$ cat src/rtl/i2c_command_sequencer_pkg.sv
// Shared types and defaults for the I2C command sequencer.
//  state_e : sequencer FSM states
//  DEF_*   : default parameter values used by the top and its FIFO
package i2c_command_pkg;
  localparam int DEF_DATA_BYTES     = 1;
  localparam int DEF_REGISTER_BYTES = 1;
  localparam int DEF_ADDRESS_WIDTH  = 7;
  localparam int DEF_FIFO_DEPTH     = 4;
  localparam int DEF_START_TIMEOUT  = 255;

  typedef enum logic [2:0] {IDLE, LOAD, START, WAIT, RESPOND} state_e;
endpackage

$ cat src/rtl/i2c_command_sequencer_if.sv
// Bundle of the command, response and i2c_master control signals.
//  slave  : the sequencer's view (takes commands, drives responses and master_*)
//  master : the user/environment view (offers commands, models i2c_master)
interface i2c_command_sequencer_if #(
  parameter int DATA_WIDTH     = 8,
  parameter int REGISTER_WIDTH = 8,
  parameter int ADDRESS_WIDTH  = 7,
  parameter int LEVEL_WIDTH    = 3
);
  logic                      command_valid;
  logic                      command_ready;
  logic                      command_read_write;
  logic [ADDRESS_WIDTH-1:0]  command_device_address;
  logic [REGISTER_WIDTH-1:0] command_register_address;
  logic [DATA_WIDTH-1:0]     command_data;
  logic [15:0]               divider;
  logic                      response_valid;
  logic [DATA_WIDTH-1:0]     response_data;
  logic                      response_error;
  logic [LEVEL_WIDTH-1:0]    queue_level;
  logic                      idle;
  logic                      master_enable;
  logic                      master_read_write;
  logic [DATA_WIDTH-1:0]     master_mosi_data;
  logic [REGISTER_WIDTH-1:0] master_register_address;
  logic [ADDRESS_WIDTH-1:0]  master_device_address;
  logic [15:0]               master_divider;
  logic [DATA_WIDTH-1:0]     master_miso_data;
  logic                      master_busy;

  modport slave (
    input  command_valid, command_read_write, command_device_address,
           command_register_address, command_data, divider,
           master_miso_data, master_busy,
    output command_ready, response_valid, response_data, response_error,
           queue_level, idle, master_enable, master_read_write,
           master_mosi_data, master_register_address, master_device_address,
           master_divider
  );

  modport master (
    output command_valid, command_read_write, command_device_address,
           command_register_address, command_data, divider,
           master_miso_data, master_busy,
    input  command_ready, response_valid, response_data, response_error,
           queue_level, idle, master_enable, master_read_write,
           master_mosi_data, master_register_address, master_device_address,
           master_divider
  );
endinterface

$ cat src/rtl/i2c_command_sequencer_fifo.sv
// Show-ahead command FIFO (head word visible while not empty).
//  push/push_data : write when not full (push while full is ignored)
//  pop            : advance head when not empty
//  head           : current oldest entry
//  full/empty/level : occupancy status
module i2c_command_fifo #(
  parameter int WIDTH = 16,
  parameter int DEPTH = 4
) (
  input  logic                       clock,
  input  logic                       reset_n,
  input  logic                       push,
  input  logic [WIDTH-1:0]           push_data,
  input  logic                       pop,
  output logic [WIDTH-1:0]           head,
  output logic                       full,
  output logic                       empty,
  output logic [$clog2(DEPTH+1)-1:0] level
);
  localparam int AW = $clog2(DEPTH);
  localparam int LW = $clog2(DEPTH+1);

  logic [WIDTH-1:0] mem [DEPTH];
  // One extra pointer bit distinguishes full from empty.
  logic [AW:0] wr_q, rd_q;
  logic        do_push, do_pop;

  assign level   = LW'(wr_q - rd_q);
  assign full    = (level == LW'(DEPTH));
  assign empty   = (wr_q == rd_q);
  assign head    = mem[rd_q[AW-1:0]];
  assign do_push = push && !full;
  assign do_pop  = pop && !empty;

  always_ff @(posedge clock or negedge reset_n) begin
    if (!reset_n) begin
      wr_q <= '0;
      rd_q <= '0;
    end else begin
      if (do_push) wr_q <= wr_q + 1'b1;
      if (do_pop)  rd_q <= rd_q + 1'b1;
    end
  end

  always_ff @(posedge clock) begin
    if (do_push) mem[wr_q[AW-1:0]] <= push_data;
  end
endmodule

$ cat src/rtl/i2c_command_sequencer.sv
// Command front-end for i2c_master: queues register read/write commands,
// launches them one at a time via enable/busy and returns one response
// pulse per command (read data or zero, plus a start-timeout error).
//  clock, reset_n : system clock, async active-low reset
//  bus (slave)    : command valid/ready, response, queue status, i2c_master controls
module i2c_command_sequencer
  import i2c_command_pkg::*;
#(
  parameter int NUMBER_OF_DATA_BYTES     = DEF_DATA_BYTES,
  parameter int NUMBER_OF_REGISTER_BYTES = DEF_REGISTER_BYTES,
  parameter int ADDRESS_WIDTH            = DEF_ADDRESS_WIDTH,
  parameter int FIFO_DEPTH               = DEF_FIFO_DEPTH,
  parameter int START_TIMEOUT            = DEF_START_TIMEOUT
) (
  input  logic                  clock,
  input  logic                  reset_n,
  i2c_command_sequencer_if.slave bus
);
  localparam int DW    = 8*NUMBER_OF_DATA_BYTES;
  localparam int REG_W = 8*NUMBER_OF_REGISTER_BYTES;
  localparam int AW    = ADDRESS_WIDTH;
  localparam int CMD_W = 1 + AW + REG_W + DW;
  localparam int LVL_W = $clog2(FIFO_DEPTH+1);
  localparam int CNT_W = $clog2(START_TIMEOUT+1);

  logic [CMD_W-1:0] fifo_head;
  logic             fifo_push, fifo_pop, fifo_full, fifo_empty;
  logic [LVL_W-1:0] fifo_level;

  state_e           state_q, state_d;
  logic [CMD_W-1:0] cmd_q, cmd_d;
  logic [CNT_W-1:0] cnt_q, cnt_d;
  logic             en_q, en_d;
  logic             rv_q, rv_d;
  logic             rerr_q, rerr_d;
  logic [DW-1:0]    rdata_q, rdata_d;
  logic             mrw_q, mrw_d;
  logic [AW-1:0]    mdev_q, mdev_d;
  logic [REG_W-1:0] mreg_q, mreg_d;
  logic [DW-1:0]    mdata_q, mdata_d;
  logic [15:0]      mdiv_q, mdiv_d;

  assign fifo_push = bus.command_valid && !fifo_full;
  // Never launch while i2c_master still reports busy (covers reset mid-transfer).
  assign fifo_pop  = (state_q == IDLE) && !fifo_empty && !bus.master_busy;

  i2c_command_fifo #(.WIDTH(CMD_W), .DEPTH(FIFO_DEPTH)) u_fifo (
    .clock     (clock),
    .reset_n   (reset_n),
    .push      (fifo_push),
    .push_data ({bus.command_read_write, bus.command_device_address,
                 bus.command_register_address, bus.command_data}),
    .pop       (fifo_pop),
    .head      (fifo_head),
    .full      (fifo_full),
    .empty     (fifo_empty),
    .level     (fifo_level)
  );

  always_comb begin
    state_d = state_q;
    cmd_d   = cmd_q;
    cnt_d   = cnt_q;
    en_d    = 1'b0;
    rv_d    = 1'b0;
    rerr_d  = rerr_q;
    rdata_d = rdata_q;
    mrw_d   = mrw_q;
    mdev_d  = mdev_q;
    mreg_d  = mreg_q;
    mdata_d = mdata_q;
    mdiv_d  = mdiv_q;
    case (state_q)
      IDLE: if (fifo_pop) begin
        cmd_d   = fifo_head;
        state_d = LOAD;
      end
      LOAD: begin
        {mrw_d, mdev_d, mreg_d, mdata_d} = cmd_q;
        mdiv_d  = bus.divider;
        cnt_d   = '0;
        en_d    = 1'b1;
        state_d = START;
      end
      START: begin
        if (bus.master_busy) begin
          state_d = WAIT;
        end else if (cnt_q == CNT_W'(START_TIMEOUT-1)) begin
          rdata_d = '0;
          rerr_d  = 1'b1;
          rv_d    = 1'b1;
          state_d = RESPOND;
        end else begin
          en_d  = 1'b1;
          cnt_d = cnt_q + CNT_W'(1);
        end
      end
      WAIT: if (!bus.master_busy) begin
        rdata_d = mrw_q ? bus.master_miso_data : '0;
        rerr_d  = 1'b0;
        rv_d    = 1'b1;
        state_d = RESPOND;
      end
      RESPOND: state_d = IDLE;
      default: state_d = IDLE;
    endcase
  end

  always_ff @(posedge clock or negedge reset_n) begin
    if (!reset_n) begin
      state_q <= IDLE;
      cmd_q   <= '0;
      cnt_q   <= '0;
      en_q    <= 1'b0;
      rv_q    <= 1'b0;
      rerr_q  <= 1'b0;
      rdata_q <= '0;
      mrw_q   <= 1'b0;
      mdev_q  <= '0;
      mreg_q  <= '0;
      mdata_q <= '0;
      mdiv_q  <= '0;
    end else begin
      state_q <= state_d;
      cmd_q   <= cmd_d;
      cnt_q   <= cnt_d;
      en_q    <= en_d;
      rv_q    <= rv_d;
      rerr_q  <= rerr_d;
      rdata_q <= rdata_d;
      mrw_q   <= mrw_d;
      mdev_q  <= mdev_d;
      mreg_q  <= mreg_d;
      mdata_q <= mdata_d;
      mdiv_q  <= mdiv_d;
    end
  end

  assign bus.command_ready           = !fifo_full;
  assign bus.queue_level             = fifo_level;
  assign bus.idle                    = (state_q == IDLE) && fifo_empty;
  assign bus.response_valid          = rv_q;
  assign bus.response_data           = rdata_q;
  assign bus.response_error          = rerr_q;
  assign bus.master_enable           = en_q;
  assign bus.master_read_write       = mrw_q;
  assign bus.master_device_address   = mdev_q;
  assign bus.master_register_address = mreg_q;
  assign bus.master_mosi_data        = mdata_q;
  assign bus.master_divider          = mdiv_q;
endmodule
$ cat src/flat_wrapper.sv
// flat-port wrapper written by rule: the top's interface ports become plain ports
module i2c_command_sequencer_flat import i2c_command_pkg::*;
#(
  parameter int NUMBER_OF_DATA_BYTES     = DEF_DATA_BYTES,
  parameter int NUMBER_OF_REGISTER_BYTES = DEF_REGISTER_BYTES,
  parameter int ADDRESS_WIDTH            = DEF_ADDRESS_WIDTH,
  parameter int FIFO_DEPTH               = DEF_FIFO_DEPTH,
  parameter int START_TIMEOUT            = DEF_START_TIMEOUT
)
  (clock, reset_n, bus_command_valid, bus_command_read_write, bus_command_device_address, bus_command_register_address, bus_command_data, bus_divider, bus_master_miso_data, bus_master_busy, bus_command_ready, bus_response_valid, bus_response_data, bus_response_error, bus_queue_level, bus_idle, bus_master_enable, bus_master_read_write, bus_master_mosi_data, bus_master_register_address, bus_master_device_address, bus_master_divider);
  i2c_command_sequencer_if #(.ADDRESS_WIDTH(ADDRESS_WIDTH)) bus_i ();
  input  logic clock;
  input  logic reset_n;
  input wire logic [$bits(bus_i.command_valid)-1:0] bus_command_valid;
  input wire logic [$bits(bus_i.command_read_write)-1:0] bus_command_read_write;
  input wire logic [$bits(bus_i.command_device_address)-1:0] bus_command_device_address;
  input wire logic [$bits(bus_i.command_register_address)-1:0] bus_command_register_address;
  input wire logic [$bits(bus_i.command_data)-1:0] bus_command_data;
  input wire logic [$bits(bus_i.divider)-1:0] bus_divider;
  input wire logic [$bits(bus_i.master_miso_data)-1:0] bus_master_miso_data;
  input wire logic [$bits(bus_i.master_busy)-1:0] bus_master_busy;
  output wire logic [$bits(bus_i.command_ready)-1:0] bus_command_ready;
  output wire logic [$bits(bus_i.response_valid)-1:0] bus_response_valid;
  output wire logic [$bits(bus_i.response_data)-1:0] bus_response_data;
  output wire logic [$bits(bus_i.response_error)-1:0] bus_response_error;
  output wire logic [$bits(bus_i.queue_level)-1:0] bus_queue_level;
  output wire logic [$bits(bus_i.idle)-1:0] bus_idle;
  output wire logic [$bits(bus_i.master_enable)-1:0] bus_master_enable;
  output wire logic [$bits(bus_i.master_read_write)-1:0] bus_master_read_write;
  output wire logic [$bits(bus_i.master_mosi_data)-1:0] bus_master_mosi_data;
  output wire logic [$bits(bus_i.master_register_address)-1:0] bus_master_register_address;
  output wire logic [$bits(bus_i.master_device_address)-1:0] bus_master_device_address;
  output wire logic [$bits(bus_i.master_divider)-1:0] bus_master_divider;
  assign bus_i.command_valid = bus_command_valid;
  assign bus_i.command_read_write = bus_command_read_write;
  assign bus_i.command_device_address = bus_command_device_address;
  assign bus_i.command_register_address = bus_command_register_address;
  assign bus_i.command_data = bus_command_data;
  assign bus_i.divider = bus_divider;
  assign bus_i.master_miso_data = bus_master_miso_data;
  assign bus_i.master_busy = bus_master_busy;
  assign bus_command_ready = bus_i.command_ready;
  assign bus_response_valid = bus_i.response_valid;
  assign bus_response_data = bus_i.response_data;
  assign bus_response_error = bus_i.response_error;
  assign bus_queue_level = bus_i.queue_level;
  assign bus_idle = bus_i.idle;
  assign bus_master_enable = bus_i.master_enable;
  assign bus_master_read_write = bus_i.master_read_write;
  assign bus_master_mosi_data = bus_i.master_mosi_data;
  assign bus_master_register_address = bus_i.master_register_address;
  assign bus_master_device_address = bus_i.master_device_address;
  assign bus_master_divider = bus_i.master_divider;
  i2c_command_sequencer #(.NUMBER_OF_DATA_BYTES(NUMBER_OF_DATA_BYTES), .NUMBER_OF_REGISTER_BYTES(NUMBER_OF_REGISTER_BYTES), .ADDRESS_WIDTH(ADDRESS_WIDTH), .FIFO_DEPTH(FIFO_DEPTH), .START_TIMEOUT(START_TIMEOUT)) u_core (.clock(clock), .reset_n(reset_n), .bus(bus_i));
endmodule
$ cat config.mk
export PLATFORM = sky130hd
export DESIGN_NAME = i2c_command_sequencer_flat
export DESIGN_NICKNAME = d
export VERILOG_FILES = /design/src/rtl/i2c_command_sequencer_pkg.sv /design/src/rtl/i2c_command_sequencer_if.sv /design/src/rtl/i2c_command_sequencer_fifo.sv /design/src/rtl/i2c_command_sequencer.sv /design/src/flat_wrapper.sv
export SDC_FILE = /design/constraint.sdc
export NUM_CORES = 1
export LEC_CHECK = 0
export ABC_CLOCK_PERIOD_IN_PS = 2900
export CAP_MARGIN = 30
export CORE_UTILIZATION = 35
export DETAILED_ROUTE_END_ITERATION = 10
export DONT_BUFFER_PORTS = 1
export PLACE_DENSITY = 0.6
export SLEW_MARGIN = 15
export SYNTH_ARGS = -nofsm -noshare
export SYNTH_HDL_FRONTEND = slang
export SYNTH_SLANG_ARGS = --single-unit
$ cat constraint.sdc
create_clock -name clock -period 2.9 [get_ports clock]
set_input_delay 0 -clock clock [delete_from_list [all_inputs] [get_ports clock]]
set_output_delay 0 -clock clock [all_outputs]
set_load 0.02 [all_outputs]
==> out/metrics.yaml <==
status:
  status: "finished clean"
timing:
  setup_tns_ps: 0
  finalCritPeriodShare: 0.8730
  finalMaxSlewViolations: 0
  rsz0062_at_grt: "no"
  clock_skew_ps: 8.280
  max_freq_mhz: 395.0
  min_period_ps: 2532
  slew_headroom: 0.4544
  tightest_slew_ps: 818.4
  hold_violations: 0
  setup_viol: 0
grt:
  grt_max_degree: 93
  first_global_vias: 4212
  grt_pass1_wl_um: 23000
  antenna_found_initial: 0
  track_usage: 0.1429
  grt_overflow: 0
clocking:
  clkSlewWorstSetupHoldPaths_ps: 70
  clkLatencyLatePin_ps: 440
  root_buffer: "clkbuf_16"
  cts_buffer_depth: 2
  cts_buffers: 17
  cts_sinks: 188
  cts_resized: 0
  cts_tree: "yes"
  htreeDepth: 4
layout:
  area_growth_pct: 19.80
  antennaDiodeCount: 0
  postLayoutCellArea_um2: 8752
  stdcell_count: 828
  final_nets: 607
  fill_cells: 1807
  drive_above_1_share: 0.1434
power:
  power_per_cell_area_nw_per_um2: 1075
  ir_drop_mv: 0.4617
  p_leak_nw: 3.518
job:
  max_cap_viol_count: 0
placement:
  portBuffers: 0
  place_area_um2: 7650
  hpwl_um: 8862
  gp_congestion: 0.7384
  dp_cells: 744
worst_setup_path:
  required_ps: 2970
  r2r_end: "u_core.u_fifo.mem[2][2]"
  worstSetupStartpointType: "register"
  cp.arrival_ps: 2610
  reg2regPathDepth: 6
  rrSetupSlack_ps: 370
  end_kind: "register"
  path_class: "reg -> reg"
  crit_fanout: 24
  timing.rr.start: "u_core.u_fifo.wr_q[0]"
synth:
  ys_ff_latch: 188
  ys.flop_type: "edfxtp_1"
  syn_area_um2: 7306
  synth.avg_cell_area_um2: 15.06
  synthArstFlopShare: 0.4894
  synth_cell_types: 41
  synth_nets: 547
  synth_edf_count: 96
  syn-instance-count: 485
  yosysSeqAreaShare: 0.7097
  synth_warnings: 0
die:
  chipHeight_um: 146.5
  rows: 52
  chipWidth_um: 146.5
  dieArea_um2: 21450
  initial_utilization: 0.3587
  io_pins: 108
  coreArea_um2: 20360
route:
  vias_per_cell: 4.813
  drt-initial-drc-count: 168
  first_pass_iters: 4
  wl_um: 14010
  ant_nets: 0
  drc_errors: 0
  num_vias: 3985
  wl_per_cell_um: 16.92
hold_path:
  min_path_type: "in -> reg"
  min_from: "bus_command_valid"
  worstHoldPathCells: 1
  worstHoldEndpoint: "u_core.u_fifo.mem[3][22]"
[where the power goes]
group	total [mW]	internal [mW]	leakage (nW)	switching, mW
logic	2.50	1.10	1.22	1.40
clock network	2.24	1.20	0.274	1.04
registers	4.66	3.78	2.03	0.886
total	9.40	6.08	3.52	3.33
[worst max-delay path: stages, from the launching register on]
cell and delay, ps:
dfrtp_1 410, inv_1 110, ha_1 230, fa_1 380, xor3_1 220, nand3_1 160, and3_2 650
[stage by stage]
| step | setup WS, ps | power (mW) | hold slack (ps) | utilization |
|---|---|---|---|---|
| finish | 368.4 | 9.404 | 108.8 | 0.4298 |
| global route | 228.0 | 9.997 | 120.9 | 0.4298 |
| CTS | 357.5 | 9.559 | 102.3 | 0.4298 |
| detailed placement | 374.9 | 7.193 | -293.6 | 0.3756 |
| global placement | 458.6 | 7.058 | -293.4 | 0.3756 |
| floorplan | 143.9 | 6.428 | -295.6 | - |
[what timing repair did]
action,CTS,global route
endpoints found under the hold margin,229,0
hold buffers,52,0
buffers inserted,0,0
[metal layers]
| layer | share of wire | global-route usage | vias to the layer above |
|---|---|---|---|
| met2 | 0.48 | 0.2312 | 117 |
| li1 | - | - | 1837 |
| met5 | 0 | 0 | - |
| met4 | 0.017 | 0.05938 | 0 |
| met3 | 0.068 | 0.04875 | 22 |
| met1 | 0.43 | 0.1746 | 2009 |
[how the worst max path moves through the flow]
stage                                from                       end  slack [ps]
floorplan           u_core.u_fifo.wr_q[0]   u_core.u_fifo.mem[3][0]         140
global placement    u_core.u_fifo.wr_q[0]  u_core.u_fifo.mem[2][12]         460
detailed placement  u_core.u_fifo.wr_q[0]  u_core.u_fifo.mem[0][12]         370
CTS                 u_core.u_fifo.wr_q[0]   u_core.u_fifo.mem[0][3]         360
global route        u_core.u_fifo.wr_q[0]  u_core.u_fifo.mem[0][21]         230
finish              u_core.u_fifo.wr_q[0]   u_core.u_fifo.mem[2][2]         370
[synthesized netlist by cell type (all sizes together) (2+ instances only)]
master,count,share of area
a211oi,2,0.0021
a21oi,3,0.0021
and2,2,0.0017
and3,8,0.0069
buf,8,0.0053
clkbuf,12,0.0062
dfrtp,92,0.32
edfxtp,96,0.39
ha,9,0.015
inv,14,0.0072
mux2,26,0.040
mux2i,9,0.012
mux4,24,0.074
nand2,138,0.071
nand3,5,0.0034
nor2,7,0.0036
nor3,2,0.0014
nor4,2,0.0038
o211ai,2,0.0027
o21ai,3,0.0021
xnor2,3,0.0036
xor2,4,0.0048
[registers in the layout, indices dropped and copies added (netlist names), 3 cells and up]
name and count:
u_core.bus.master_register_address 8, u_core.u_fifo.rd_q 3, u_core.bus.response_data 8, u_core.state_q 3, u_core.bus.master_device_address 7, u_core.u_fifo.wr_q 3, u_core.bus.master_divider 16, u_core.cnt_q 8
u_core.cmd_q 24, u_core.bus.master_mosi_data 8, u_core.u_fifo.mem 96
[placed cells by master (no fill, tap or decap), drive strengths merged, types with 2 or more instances in the layout]
| master | count |
|---|---|
| nand2 | 138 |
| edfxtp | 96 |
| dfrtp | 92 |
| dlygate4sd3 | 51 |
| mux2 | 26 |
| mux4 | 24 |
| inv | 20 |
| clkbuf | 18 |
| buf | 10 |
| mux2i | 9 |
| ha | 9 |
| and3 | 8 |
| nor2 | 7 |
| clkinv | 6 |
| nand3 | 5 |
| xor2 | 4 |
| a21oi | 3 |
| o21ai | 3 |
| xnor2 | 3 |
| nor3 | 2 |
| a211oi | 2 |
| nor4 | 2 |
| and2 | 2 |
| o211ai | 2 |
[kinds of logic after synthesis]
group | count (synthesis) | synth area share
buffers and inverters | 34 | 0.01867
AO/OA/AOI/OAI | 16 | 0.01541
XOR/XNOR | 8 | 0.01165
multiplexers | 59 | 0.1264
AND/OR/NAND/NOR | 170 | 0.1000
adder cells (fa/ha/maj) | 10 | 0.01815
flip-flops | 188 | 0.7097
[cell type report]
type,instances,area (um2),area share
flip-flops and latches,188,5186,0.5926
inverters,14,52.55,0.006004
well taps,270,337.8,0.03860
clock inverters,14,135.1,0.01544
repair buffers,61,618.1,0.07062
multi-input cells,263,1993,0.2277
clock buffers,18,429.2,0.04904
No activity file was read; power rests on OpenSTA's default activity.
